<file path="config.mk">
export PLATFORM = sky130hd
export DESIGN_NAME = wb_mem_arbiter_flat
export DESIGN_NICKNAME = d
export VERILOG_FILES = /design/src/rtl/wb_mem_arbiter_if.sv /design/src/rtl/wb_mem_arbiter.sv /design/src/flat_wrapper.sv
export SDC_FILE = /design/constraint.sdc
export NUM_CORES = 1
export LEC_CHECK = 0
export ABC_AREA = 1
export BUFFER_PORTS_ARGS = -buffer_cell sky130_fd_sc_hd__buf_2
export CAP_MARGIN = 25
export CORE_AREA = 2 2 124 126
export CTS_CLUSTER_DIAMETER = 200
export DETAILED_ROUTE_END_ITERATION = 8
export DIE_AREA = 0 0 126 128
export HOLD_SLACK_MARGIN = 0.1
export SLEW_MARGIN = 20
export SYNTH_ARGS = -nofsm -noshare
export SYNTH_HDL_FRONTEND = slang
export SYNTH_SLANG_ARGS = --single-unit
</file>
<file path="constraint.sdc">
create_clock -name wb_clk_i -period 2.7 [get_ports wb_clk_i]
set_input_delay 0.135 -clock wb_clk_i [delete_from_list [all_inputs] [get_ports wb_clk_i]]
set_output_delay 0.135 -clock wb_clk_i [all_outputs]
set_load 0.01 [all_outputs]
</file>
<file path="src/rtl/wb_mem_arbiter_if.sv">
// Wishbone classic bus bundle shared by the arbiter's two master-side ports and its memory-side port.
// Modports are named from the arbiter's point of view on that bus.
interface wb_mem_arbiter_if;
   logic        cyc;
   logic        stb;
   logic        we;
   logic [3:0]  sel;
   logic [31:0] adr;
   logic [31:0] dat_w;
   logic [31:0] dat_r;
   logic        ack;
   logic        err;

   // mem_wb has no error line, so the memory-side view omits err
   modport master (output cyc, stb, we, sel, adr, dat_w, input ack, dat_r);
   modport slave  (input cyc, stb, we, sel, adr, dat_w, output ack, err, dat_r);
endinterface

</file>
<file path="src/rtl/wb_mem_arbiter.sv">
// Two-master round-robin Wishbone arbiter in front of the mem_wb SRAM port.
// Ownership spans a whole cyc; a per-strobe watchdog turns a missing ack into err.
module wb_mem_arbiter #(
   parameter int TIMEOUT = 15,
   parameter bit PRIO_M0 = 1'b0
) (
   input  logic             wb_clk_i,
   input  logic             wb_rst_ni,
   wb_mem_arbiter_if.slave  m0,
   wb_mem_arbiter_if.slave  m1,
   wb_mem_arbiter_if.master s,
   output logic [1:0]       gnt_o
);

   typedef enum logic [1:0] {IDLE, OWN0, OWN1} state_t;

   state_t     r_state, w_state_nxt;
   logic       r_last;
   logic [7:0] r_wd;
   logic       r_tmo;

   logic w_req0, w_req1, w_owned, w_owner_stb, w_hit, w_block;

   assign w_req0      = m0.cyc & m0.stb;
   assign w_req1      = m1.cyc & m1.stb;
   assign w_owned     = (r_state == OWN0) | (r_state == OWN1);
   assign w_owner_stb = (r_state == OWN0) ? m0.stb : (r_state == OWN1) ? m1.stb : 1'b0;
   // The expiry cycle itself already blocks the slave so stb drops together with err
   assign w_hit       = w_owned & ~r_tmo & (r_wd == 8'(TIMEOUT));
   assign w_block     = r_tmo | w_hit;

   always_comb begin
      w_state_nxt = r_state;
      case (r_state)
         IDLE: begin
            if (w_req0 & w_req1)
               w_state_nxt = (PRIO_M0 || r_last) ? OWN0 : OWN1;
            else if (w_req0)
               w_state_nxt = OWN0;
            else if (w_req1)
               w_state_nxt = OWN1;
         end
         OWN0:    if (!m0.cyc) w_state_nxt = IDLE;
         OWN1:    if (!m1.cyc) w_state_nxt = IDLE;
         default: w_state_nxt = IDLE;
      endcase
   end

   always_ff @(posedge wb_clk_i or negedge wb_rst_ni) begin
      if (!wb_rst_ni) begin
         r_state <= IDLE;
         r_last  <= 1'b1;
      end else begin
         r_state <= w_state_nxt;
         if (r_state == IDLE && w_state_nxt == OWN0) r_last <= 1'b0;
         if (r_state == IDLE && w_state_nxt == OWN1) r_last <= 1'b1;
      end
   end

   // tmo holds until the owner gives up the cycle; it is also wiped in IDLE
   always_ff @(posedge wb_clk_i or negedge wb_rst_ni) begin
      if (!wb_rst_ni) begin
         r_wd  <= 8'd0;
         r_tmo <= 1'b0;
      end else if (w_hit) begin
         r_wd  <= 8'd0;
         r_tmo <= 1'b1;
      end else begin
         if (r_state == IDLE || s.ack || !w_owner_stb)
            r_wd <= 8'd0;
         else if (s.stb)
            r_wd <= r_wd + 8'd1;
         if (r_state == IDLE || w_state_nxt == IDLE)
            r_tmo <= 1'b0;
      end
   end

   always_comb begin
      s.cyc    = 1'b0;
      s.stb    = 1'b0;
      s.we     = 1'b0;
      s.sel    = 4'd0;
      s.adr    = 32'd0;
      s.dat_w  = 32'd0;
      m0.ack   = 1'b0;
      m0.err   = 1'b0;
      m0.dat_r = 32'd0;
      m1.ack   = 1'b0;
      m1.err   = 1'b0;
      m1.dat_r = 32'd0;
      gnt_o    = 2'b00;
      case (r_state)
         OWN0: begin
            s.cyc    = m0.cyc & ~w_block;
            s.stb    = m0.stb & ~w_block;
            s.we     = m0.we;
            s.sel    = m0.sel;
            s.adr    = m0.adr;
            s.dat_w  = m0.dat_w;
            m0.ack   = s.ack & ~w_block;
            m0.err   = w_hit;
            m0.dat_r = s.dat_r;
            gnt_o    = 2'b01;
         end
         OWN1: begin
            s.cyc    = m1.cyc & ~w_block;
            s.stb    = m1.stb & ~w_block;
            s.we     = m1.we;
            s.sel    = m1.sel;
            s.adr    = m1.adr;
            s.dat_w  = m1.dat_w;
            m1.ack   = s.ack & ~w_block;
            m1.err   = w_hit;
            m1.dat_r = s.dat_r;
            gnt_o    = 2'b10;
         end
         default: ;
      endcase
   end

endmodule

</file>
<file path="src/flat_wrapper.sv">
// flat-port wrapper written by rule: the top's interface ports become plain ports
module wb_mem_arbiter_flat 
#(
   parameter int TIMEOUT = 15,
   parameter bit PRIO_M0 = 1'b0
)
  (wb_clk_i, wb_rst_ni, gnt_o, m0_cyc, m0_stb, m0_we, m0_sel, m0_adr, m0_dat_w, m0_ack, m0_err, m0_dat_r, m1_cyc, m1_stb, m1_we, m1_sel, m1_adr, m1_dat_w, m1_ack, m1_err, m1_dat_r, s_cyc, s_stb, s_we, s_sel, s_adr, s_dat_w, s_ack, s_dat_r);
  wb_mem_arbiter_if m0_i ();
  wb_mem_arbiter_if m1_i ();
  wb_mem_arbiter_if s_i ();
  input  logic wb_clk_i;
  input  logic wb_rst_ni;
  output logic [1:0] gnt_o;
  input wire logic [$bits(m0_i.cyc)-1:0] m0_cyc;
  input wire logic [$bits(m0_i.stb)-1:0] m0_stb;
  input wire logic [$bits(m0_i.we)-1:0] m0_we;
  input wire logic [$bits(m0_i.sel)-1:0] m0_sel;
  input wire logic [$bits(m0_i.adr)-1:0] m0_adr;
  input wire logic [$bits(m0_i.dat_w)-1:0] m0_dat_w;
  output wire logic [$bits(m0_i.ack)-1:0] m0_ack;
  output wire logic [$bits(m0_i.err)-1:0] m0_err;
  output wire logic [$bits(m0_i.dat_r)-1:0] m0_dat_r;
  input wire logic [$bits(m1_i.cyc)-1:0] m1_cyc;
  input wire logic [$bits(m1_i.stb)-1:0] m1_stb;
  input wire logic [$bits(m1_i.we)-1:0] m1_we;
  input wire logic [$bits(m1_i.sel)-1:0] m1_sel;
  input wire logic [$bits(m1_i.adr)-1:0] m1_adr;
  input wire logic [$bits(m1_i.dat_w)-1:0] m1_dat_w;
  output wire logic [$bits(m1_i.ack)-1:0] m1_ack;
  output wire logic [$bits(m1_i.err)-1:0] m1_err;
  output wire logic [$bits(m1_i.dat_r)-1:0] m1_dat_r;
  output wire logic [$bits(s_i.cyc)-1:0] s_cyc;
  output wire logic [$bits(s_i.stb)-1:0] s_stb;
  output wire logic [$bits(s_i.we)-1:0] s_we;
  output wire logic [$bits(s_i.sel)-1:0] s_sel;
  output wire logic [$bits(s_i.adr)-1:0] s_adr;
  output wire logic [$bits(s_i.dat_w)-1:0] s_dat_w;
  input wire logic [$bits(s_i.ack)-1:0] s_ack;
  input wire logic [$bits(s_i.dat_r)-1:0] s_dat_r;
  assign m0_i.cyc = m0_cyc;
  assign m0_i.stb = m0_stb;
  assign m0_i.we = m0_we;
  assign m0_i.sel = m0_sel;
  assign m0_i.adr = m0_adr;
  assign m0_i.dat_w = m0_dat_w;
  assign m0_ack = m0_i.ack;
  assign m0_err = m0_i.err;
  assign m0_dat_r = m0_i.dat_r;
  assign m1_i.cyc = m1_cyc;
  assign m1_i.stb = m1_stb;
  assign m1_i.we = m1_we;
  assign m1_i.sel = m1_sel;
  assign m1_i.adr = m1_adr;
  assign m1_i.dat_w = m1_dat_w;
  assign m1_ack = m1_i.ack;
  assign m1_err = m1_i.err;
  assign m1_dat_r = m1_i.dat_r;
  assign s_cyc = s_i.cyc;
  assign s_stb = s_i.stb;
  assign s_we = s_i.we;
  assign s_sel = s_i.sel;
  assign s_adr = s_i.adr;
  assign s_dat_w = s_i.dat_w;
  assign s_i.ack = s_ack;
  assign s_i.dat_r = s_dat_r;
  wb_mem_arbiter #(.TIMEOUT(TIMEOUT), .PRIO_M0(PRIO_M0)) u_core (.wb_clk_i(wb_clk_i), .wb_rst_ni(wb_rst_ni), .m0(m0_i), .m1(m1_i), .s(s_i), .gnt_o(gnt_o));
endmodule
</file>
==> qor.txt, run 1 <==
Top cells by area, synth -> nand2_1 (37%), a21oi_1 (15%), inv_1 (13%)
GRT Total Usage -> 12.89%
CTS max path bufs -> 2
Pleak -> 2.833 nW
Startpoint type of the worst setup path -> register
Period minus WS final -> 2.526 ns
Rel. slew slack -> 65.58%
Clk pin slew, worst setup/hold paths -> 0.04 ns
Hold Fails Final Rpt -> 0
Cell type with the largest total area after synthesis -> nand2_1
FMAX -> 0.3959 GHz
Initial DRC count -> 101
WL met2 -> 5718 um
Net count after synthesis -> 666
Final GP Congestion -> 0.8385
Crit. End Element -> output port
Num Clock Sinks -> 12
Avg Inst Size Synth -> 4.917 um2
TNS Setup -> 0 ns
Design Power -> 0.002989 W
Max-slew violations -> 0
# Max-Cap Violations -> 0
RSZ-0062 raised after global routing -> no
Largest net degree at the start of global routing -> 50
Initial antenna violation count -> 1
Max rail drop VDD -> 0.6567 mV
CTS tree -> yes
Num CTS Buffers -> 3
Final Cycle Share -> 93.55%
Worst EP arrival -> 2.39 ns
Power Dens Cells -> 704.4 nW/um2
# rows -> 45
Post-DP HPWL -> 9762 um
Post-route ant nets -> 0
Sequential area share after synthesis -> 12.70%
DRC errors left -> 0
Grt ovf -> 0
Final setup viols -> 0
Worst Path Required -> 2.57 ns
Die H -> 128 um
Clock latency on the worst-skew pair -> 0.24 ns
Worst Tran Pin Value -> 0.5162 ns
Share of layout cells above drive strength 1 -> 44.88%
Mapped Area -> 2375 um2
Synth warn -> 0
Met3 Routed Length -> 846 um
First-pass GRT wire length -> 17170 um
Fin nets -> 966
Core ar. -> 14860 um2
Vias in the first global route -> 3309
Chip width -> 126 um
Area Growth Syn to Fin -> 78.71%
Max Clock Skew -> 0.001432 ns
Top sig layer -> met4
Fillers -> 1720
PortBufs -> 317
H-tree Lvls -> 1
Setup CP Type -> register to output port
Status -> completed
Initial Util -> 15.98%
Via count -> 3828
DRT Wirelength -> 11850 um
Routed len/inst -> 12.21 um
Worst Hold Class -> input pin to async pin
Post-CTS Setup Inserts -> 0
Critical Path Fanout Max -> 40
DR pass1 iterations -> 4
Post-Synthesis Cells -> 483
Root buf cell -> clkbuf_16
Die area -> 16130 um2
Synth unique cells -> 28
Wl on met1 -> 5239 um
Yosys top cell area share -> 37.46%
Vias per cell -> 3.942
#FFs+latches synth -> 12
I/O pin count -> 318
==> critical path, cell delays in order, from the launching register on <==
cell,delay (ns)
dfrtp_1,0.43
inv_1,0.18
ha_4,0.48
buf_4,0.32
nand2_1,0.08
a21oi_1,0.42
buf_2,0.23
==> cells in the mapped netlist (all sizes together) <==
cell type	number
dfrtp	11
xnor2	3
a211oi	1
nor2	21
xor2	1
buf	23
nand3	8
ha	6
a21oi	73
o211ai	1
nor3	1
inv	84
dfstp	1
o21ai	2
nand2	239
clkbuf	7
a21boi	1
==> power by group <==
group          switching [W]  internal [W]
Clock              0.0000699      0.000198
Combinational        0.00162      0.000863
Sequential         0.0000283      0.000208
Total                0.00172       0.00127
==> flip-flops by register name, indices dropped and copies added (netlist names) <==
register / flops
u_core.r_state: 2
u_core.r_wd: 8
u_core.r_last: 1
u_core.r_tmo: 1
==> kinds of logic (layout without fill, tap and decap cells) <==
logic type / count (synthesis) / after routing / share of synthesized area (%)
adder cells (fa/ha/maj): 6 / 6 / 3.161
AO/OA/AOI/OAI: 78 / 78 / 17.55
flip-flops: 12 / 12 / 12.70
other: 0 / 1 / 0
AND/OR/NAND/NOR: 269 / 269 / 45.57
buffers and inverters: 114 / 413 / 19.55
XOR/XNOR: 4 / 4 / 1.476
==> per-layer routing <==
layer | global-route usage [%] | vias to the layer above
li1 | - | 2031
met1 | 17.13 | 1629
met2 | 22.90 | 164
met3 | 1.962 | 4
met4 | 1.228 | 0
met5 | 0 | -
==> area by class of cell <==
type / instances / area (um2) / area share, %
diodes: 1 / 2.502 / 0.05896
clock buffers: 4 / 78.83 / 1.857
inverters: 84 / 317.8 / 7.488
multi-input cells: 357 / 1634 / 38.50
flip-flops and latches: 12 / 301.5 / 7.105
well taps: 188 / 235.2 / 5.542
repair buffers: 325 / 1674 / 39.45
==> stage by stage <==
step | utilization [%] | instances | setup WS [ns] | hold slack, ns | cell area (um2)
after floorplan | - | 483 | 1.130 | -0.1606 | 2375
after detailed placement | 27.94 | 965 | 0.5110 | 0.02606 | 4153
after CTS | 28.54 | 970 | 0.2498 | 0.3093 | 4242
final | 28.55 | 971 | 0.1742 | 0.3011 | 4244
after global routing | 28.55 | 971 | 0.06735 | 0.3290 | 4244
after global placement | 27.94 | 965 | 0.5223 | 0.02615 | 4153
==> path summary, 6_finish.rpt <==
check	slack [ns]	end	depth (start not counted)	startpoint
max	0.17	s_adr[28]	6	u_core.r_state[0]
min	0.30	u_core.r_tmo	2	wb_rst_ni
max reg2reg	0.79	u_core.r_wd[1]	8	u_core.r_state[0]
min reg2reg	0.48	u_core.r_last	2	u_core.r_last
max in group asynchronous	2.13	u_core.r_last	2	wb_rst_ni
min in group wb_clk_i	0.34	u_core.r_wd[5]	6	s_ack
==> timing repair <==
action                                 CTS  global route
endpoints found under the hold margin   12             0
hold buffers                             1             0
resized for setup                        0             0
==> placed cells by master, fill, tap and decap left out, drive strengths merged <==
master / synthesis / final
xor2: 1 / 1
a211oi: 1 / 1
nand3: 8 / 8
xnor2: 3 / 3
inv: 84 / 84
o21ai: 2 / 2
dfrtp: 11 / 11
o211ai: 1 / 1
a21boi: 1 / 1
buf: 23 / 324
clkbuf: 7 / 4
nand2: 239 / 239
nor3: 1 / 1
ha: 6 / 6
dlygate4sd3: 0 / 1
nor2: 21 / 21
dfstp: 1 / 1
diode: 0 / 1
a21oi: 73 / 73
Note: power is estimated with default switching activity, not from simulation.
==> run 2, diff against run 1 <==
CTS_BUF_LIST = sky130_fd_sc_hd__clkbuf_16   (was not set)
==> run 2 against run 1 <==
Against the previous run: register-to-register slack hardly changed; non-clock buffer count unchanged; utilization did not move; sequential cell count did not move; via count barely moved; sequential share of layout area stayed put; die area is the same; maximum frequency barely moved; global-route usage is the same; highest routed layer unchanged.
==> qor.txt, run 2 (synthesis gave the netlist of run 1 again) <==
Fin nets -> 966
Core ar. -> 14860 um2
Final instance area -> 4244 um2
Pleak -> 2.837 nW
Final GP Congestion -> 0.8385
Hold_buf cts -> 1
Cells resized by post-CTS repair -> 0
Worst EP arrival -> 2.39 ns
Crit. End Element -> output port
Die area -> 16130 um2
Worst Path Required -> 2.57 ns
Startpoint type of the worst setup path -> register
DRT Wirelength -> 11850 um
Chip width -> 126 um
Fillers -> 1720
Grt ovf -> 0
Max-slew violations -> 0
Initial antenna violation count -> 1
Initial Util -> 15.98%
Period minus WS final -> 2.526 ns
Max rail drop VDD -> 0.6413 mV
CTS tree -> yes
Root buf cell -> clkbuf_16
Worst Tran Pin Value -> 0.5162 ns
Most common cell after layout, fill and taps aside -> buf_2
Area Growth Syn to Fin -> 78.71%
DRC errors left -> 0
Clk pin slew, worst setup/hold paths -> 0.04 ns
CTS max path bufs -> 2
TNS Setup -> 0 ns
FMAX -> 0.3959 GHz
I/O pin count -> 318
Setup CP Type -> register to output port
GRT Total Usage -> 12.89%
Rel. slew slack -> 65.58%
Commonest non-fill, non-tap cells in the layout -> buf_2 (317), nand2_1 (237), inv_1 (81), a21oi_1 (71)
Routed len/inst -> 12.21 um
# rows -> 45
Post-CTS Setup Inserts -> 0
Hold Fails Final Rpt -> 0
Num CTS Buffers -> 3
Vias in the first global route -> 3309
Largest net degree at the start of global routing -> 50
Largest register by flop count -> u_core.r_wd
Die H -> 128 um
H-tree Lvls -> 1
Vias per cell -> 3.943
Share of layout cells above drive strength 1 -> 44.88%
Initial DRC count -> 101
Status -> completed
Max Clock Skew -> 0.0009135 ns
DR pass1 iterations -> 4
Final setup viols -> 0
Num Clock Sinks -> 12
Clock latency on the worst-skew pair -> 0.24 ns
Final Cycle Share -> 93.55%
Max reg flops -> 8
# Max-Cap Violations -> 0
PortBufs -> 317
Power Dens Cells -> 703.6 nW/um2
Post-DP HPWL -> 9762 um
RSZ-0062 raised after global routing -> no
Largest regs -> u_core.r_wd: 8 flops, u_core.r_state: 2 flops
Worst Hold Class -> input pin to async pin
Post-route ant nets -> 0
Via count -> 3829
First-pass GRT wire length -> 17170 um
Dpl cell area -> 4153 um2
Critical Path Fanout Max -> 40
[run 2: cell count changes in the layout (fill, tap and decap cells not counted)]
cell      delta
clkbuf_1     -1
inv_1        +1
[run 2: worst max-delay path: stages (launching register included)]
cell and delay, ns:
dfrtp_1 0.43, inv_1 0.18, ha_4 0.48, buf_4 0.32, nand2_1 0.08, a21oi_1 0.42, buf_2 0.23
[run 2: routing by layer]
metal / track usage, % / routed length [um] / vias up / part of all wire (%)
li1: - / - / 2031 / -
met3: 1.962 / 846 / 4 / 7.1
met2: 22.90 / 5718 / 164 / 48
met4: 1.228 / 50 / 0 / 0.42
met1: 17.13 / 5237 / 1630 / 44
met5: 0 / 0 / - / 0
[run 2: per-stage QoR]
| step | setup slack, ns | total power, W | utilization, % | instances | hold slack (ns) |
|---|---|---|---|---|---|
| floorplan | 1.130 | 0.001771 | - | 483 | -0.1606 |
| global placement | 0.5223 | 0.002758 | 27.94 | 965 | 0.02615 |
| detailed placement | 0.5110 | 0.002743 | 27.94 | 965 | 0.02606 |
| CTS | 0.2498 | 0.003020 | 28.54 | 970 | 0.3093 |
| global route | 0.06735 | 0.003302 | 28.55 | 971 | 0.3286 |
| finish | 0.1742 | 0.002986 | 28.55 | 971 | 0.3005 |
[run 2: final cells by class]
class	instances	area [um2]	share of cell area (%)
diodes	1	2.502	0.05896
well taps	188	235.2	5.542
clock inverters	1	3.754	0.08844
inverters	84	317.8	7.488
repair buffers	325	1674	39.45
multi-input cells	357	1634	38.50
flip-flops and latches	12	301.5	7.105
clock buffers	3	75.07	1.769
[run 2: worst paths after layout]
path,startpoint,to,slack [ns],cells past startpoint
worst max-delay path,u_core.r_state[0],s_adr[28],0.17,6
worst min-delay path,wb_rst_ni,u_core.r_tmo,0.30,2
worst max register to register,u_core.r_state[0],u_core.r_wd[1],0.79,8
worst min register to register,u_core.r_last,u_core.r_last,0.48,2
max in group asynchronous,wb_rst_ni,u_core.r_last,2.13,2
min in group wb_clk_i,s_ack,u_core.r_wd[5],0.34,6
[run 2: power by group]
part | total (W) | internal, W | switching (W) | leakage (nW)
sequential | 0.000236 | 0.000208 | 0.0000283 | 0.162
clock | 0.000265 | 0.000194 | 0.0000706 | 0.0423
combinational | 0.00249 | 0.000863 | 0.00162 | 2.63
==> run 3, diff against run 2 <==
MAX_ROUTING_LAYER = met4   (was not set)
==> run 3 against run 2 <==
Against the previous run: via count increased by 0.57%; cell area unchanged; non-clock buffer count unchanged; clock power about the same; maximum frequency increased by 0.66%; die area unchanged; sequential share of layout area unchanged; clock skew about the same.
==> qor.txt, run 3 (synthesis gave the netlist of run 1 again) <==
Status -> completed
GRT Total Usage -> 13.29%
Largest register by flop count -> u_core.r_wd
Routed len/inst -> 12.24 um
Die H -> 128 um
Final Cycle Share -> 92.93%
Worst EP arrival -> 2.37 ns
Post-route ant nets -> 0
Core ar. -> 14860 um2
DR pass1 iterations -> 4
Most common cell after layout, fill and taps aside -> buf_2
CTS max path bufs -> 2
Power Dens Cells -> 704.1 nW/um2
Worst Hold Class -> input pin to async pin
Post-DP HPWL -> 9762 um
Max reg flops -> 8
Chip width -> 126 um
I/O pin count -> 318
Dpl cells -> 965
Largest regs -> u_core.r_wd: 8 flops, u_core.r_state: 2 flops
PortBufs -> 317
First-pass GRT wire length -> 17200 um
Worst Tran Pin Value -> 0.4959 ns
Cells resized by post-CTS repair -> 0
RSZ-0062 raised after global routing -> no
Register Area -> 301.5 um2
Clk pin slew, worst setup/hold paths -> 0.04 ns
Pleak -> 2.837 nW
Area Growth Syn to Fin -> 78.71%
Critical Path Fanout Max -> 40
Max rail drop VDD -> 0.6411 mV
Initial Util -> 15.98%
Die area -> 16130 um2
TNS Setup -> 0 ns
Initial antenna violation count -> 1
Period minus WS final -> 2.509 ns
Commonest non-fill, non-tap cells in the layout -> buf_2 (317), nand2_1 (237), inv_1 (81), a21oi_1 (71)
Crit. End Element -> output port
Largest net degree at the start of global routing -> 50
Final GP Congestion -> 0.8515
Final setup viols -> 0
Fillers -> 1720
Via count -> 3851
Clock latency on the worst-skew pair -> 0.24 ns
Rel. slew slack -> 66.94%
Max Clock Skew -> 0.0009391 ns
Initial DRC count -> 101
Setup CP Type -> register to output port
Vias per cell -> 3.966
Root buf cell -> clkbuf_16
CTS tree -> yes
FMAX -> 0.3985 GHz
DRC errors left -> 0
H-tree Lvls -> 1
Worst Path Required -> 2.57 ns
Hold Fails Final Rpt -> 0
Max-slew violations -> 0
Fin nets -> 966
Num CTS Buffers -> 3
Vias in the first global route -> 3312
Startpoint type of the worst setup path -> register
Num Clock Sinks -> 12
# Max-Cap Violations -> 0
Grt ovf -> 0
DRT Wirelength -> 11890 um
Share of layout cells above drive strength 1 -> 44.88%
# rows -> 45
Multi-input logic area -> 1634 um2
Final Non-Filler Cells -> 971
Reg2Reg Depth -> 8
==> run 3: cell counts in the layout (fill, tap and decap cells not counted) <==
No cell type changed its count.
==> run 3: layout make-up <==
class                   instances  area share, %
flip-flops and latches         12          7.105
inverters                      84          7.488
well taps                     188          5.542
repair buffers                325          39.45
diodes                          1        0.05896
clock inverters                 1        0.08844
multi-input cells             357          38.50
clock buffers                   3          1.769
==> run 3: repair_timing <==
item / in CTS / in global routing
endpoints found under the setup margin: 0 / 0
hold endpoints to repair: 12 / 0
hold buffers: 1 / 0
buffers inserted: 0 / 0
==> run 3: worst max-delay path, cell delays in order (launching register included) <==
cell and delay, ns:
dfrtp_1 0.43, inv_1 0.18, ha_4 0.48, buf_4 0.32, nand2_1 0.08, a21oi_1 0.40, buf_2 0.23
==> run 3: where the power goes <==
group          switching, W  internal [W]  leakage, nW  total (W)
sequential        0.0000283      0.000208        0.162   0.000236
clock             0.0000706      0.000194       0.0423   0.000265
combinational       0.00162      0.000863         2.63    0.00249
total               0.00172       0.00127         2.84    0.00299
==> run 3: metrics by stage <==
stage                     utilization (%)  worst slack [ns]  cell area (um2)  power [W]  hold slack, ns
after CTS                           28.54            0.2498             4242   0.003020          0.3093
after floorplan                         -             1.130             2375   0.001771         -0.1606
final                               28.55            0.1908             4244   0.002988          0.3007
after global placement              27.94            0.5223             4153   0.002758         0.02615
after detailed placement            27.94            0.5110             4153   0.002743         0.02606
after global routing                28.55           0.06490             4244   0.003303          0.3286
==> run 3: path summary, 6_finish.rpt <==
path / to / startpoint / slack, ns
worst max-delay path: s_adr[28] / u_core.r_state[0] / 0.19
worst min-delay path: u_core.r_tmo / wb_rst_ni / 0.30
worst max register to register: u_core.r_wd[1] / u_core.r_state[0] / 0.78
worst min register to register: u_core.r_last / u_core.r_last / 0.48
max in group asynchronous: u_core.r_last / wb_rst_ni / 2.13
min in group wb_clk_i: u_core.r_wd[5] / s_ack / 0.34
==> run 3: routing by layer <==
| layer | part of all wire [%] | track usage (%) | up-vias |
|---|---|---|---|
| li1 | - | - | 2031 |
| met1 | 44 | 17.31 | 1641 |
| met3 | 6.7 | 1.753 | 4 |
| met4 | 0.43 | 1.228 | 0 |
| met5 | 0 | - | - |
| met2 | 49 | 22.90 | 175 |
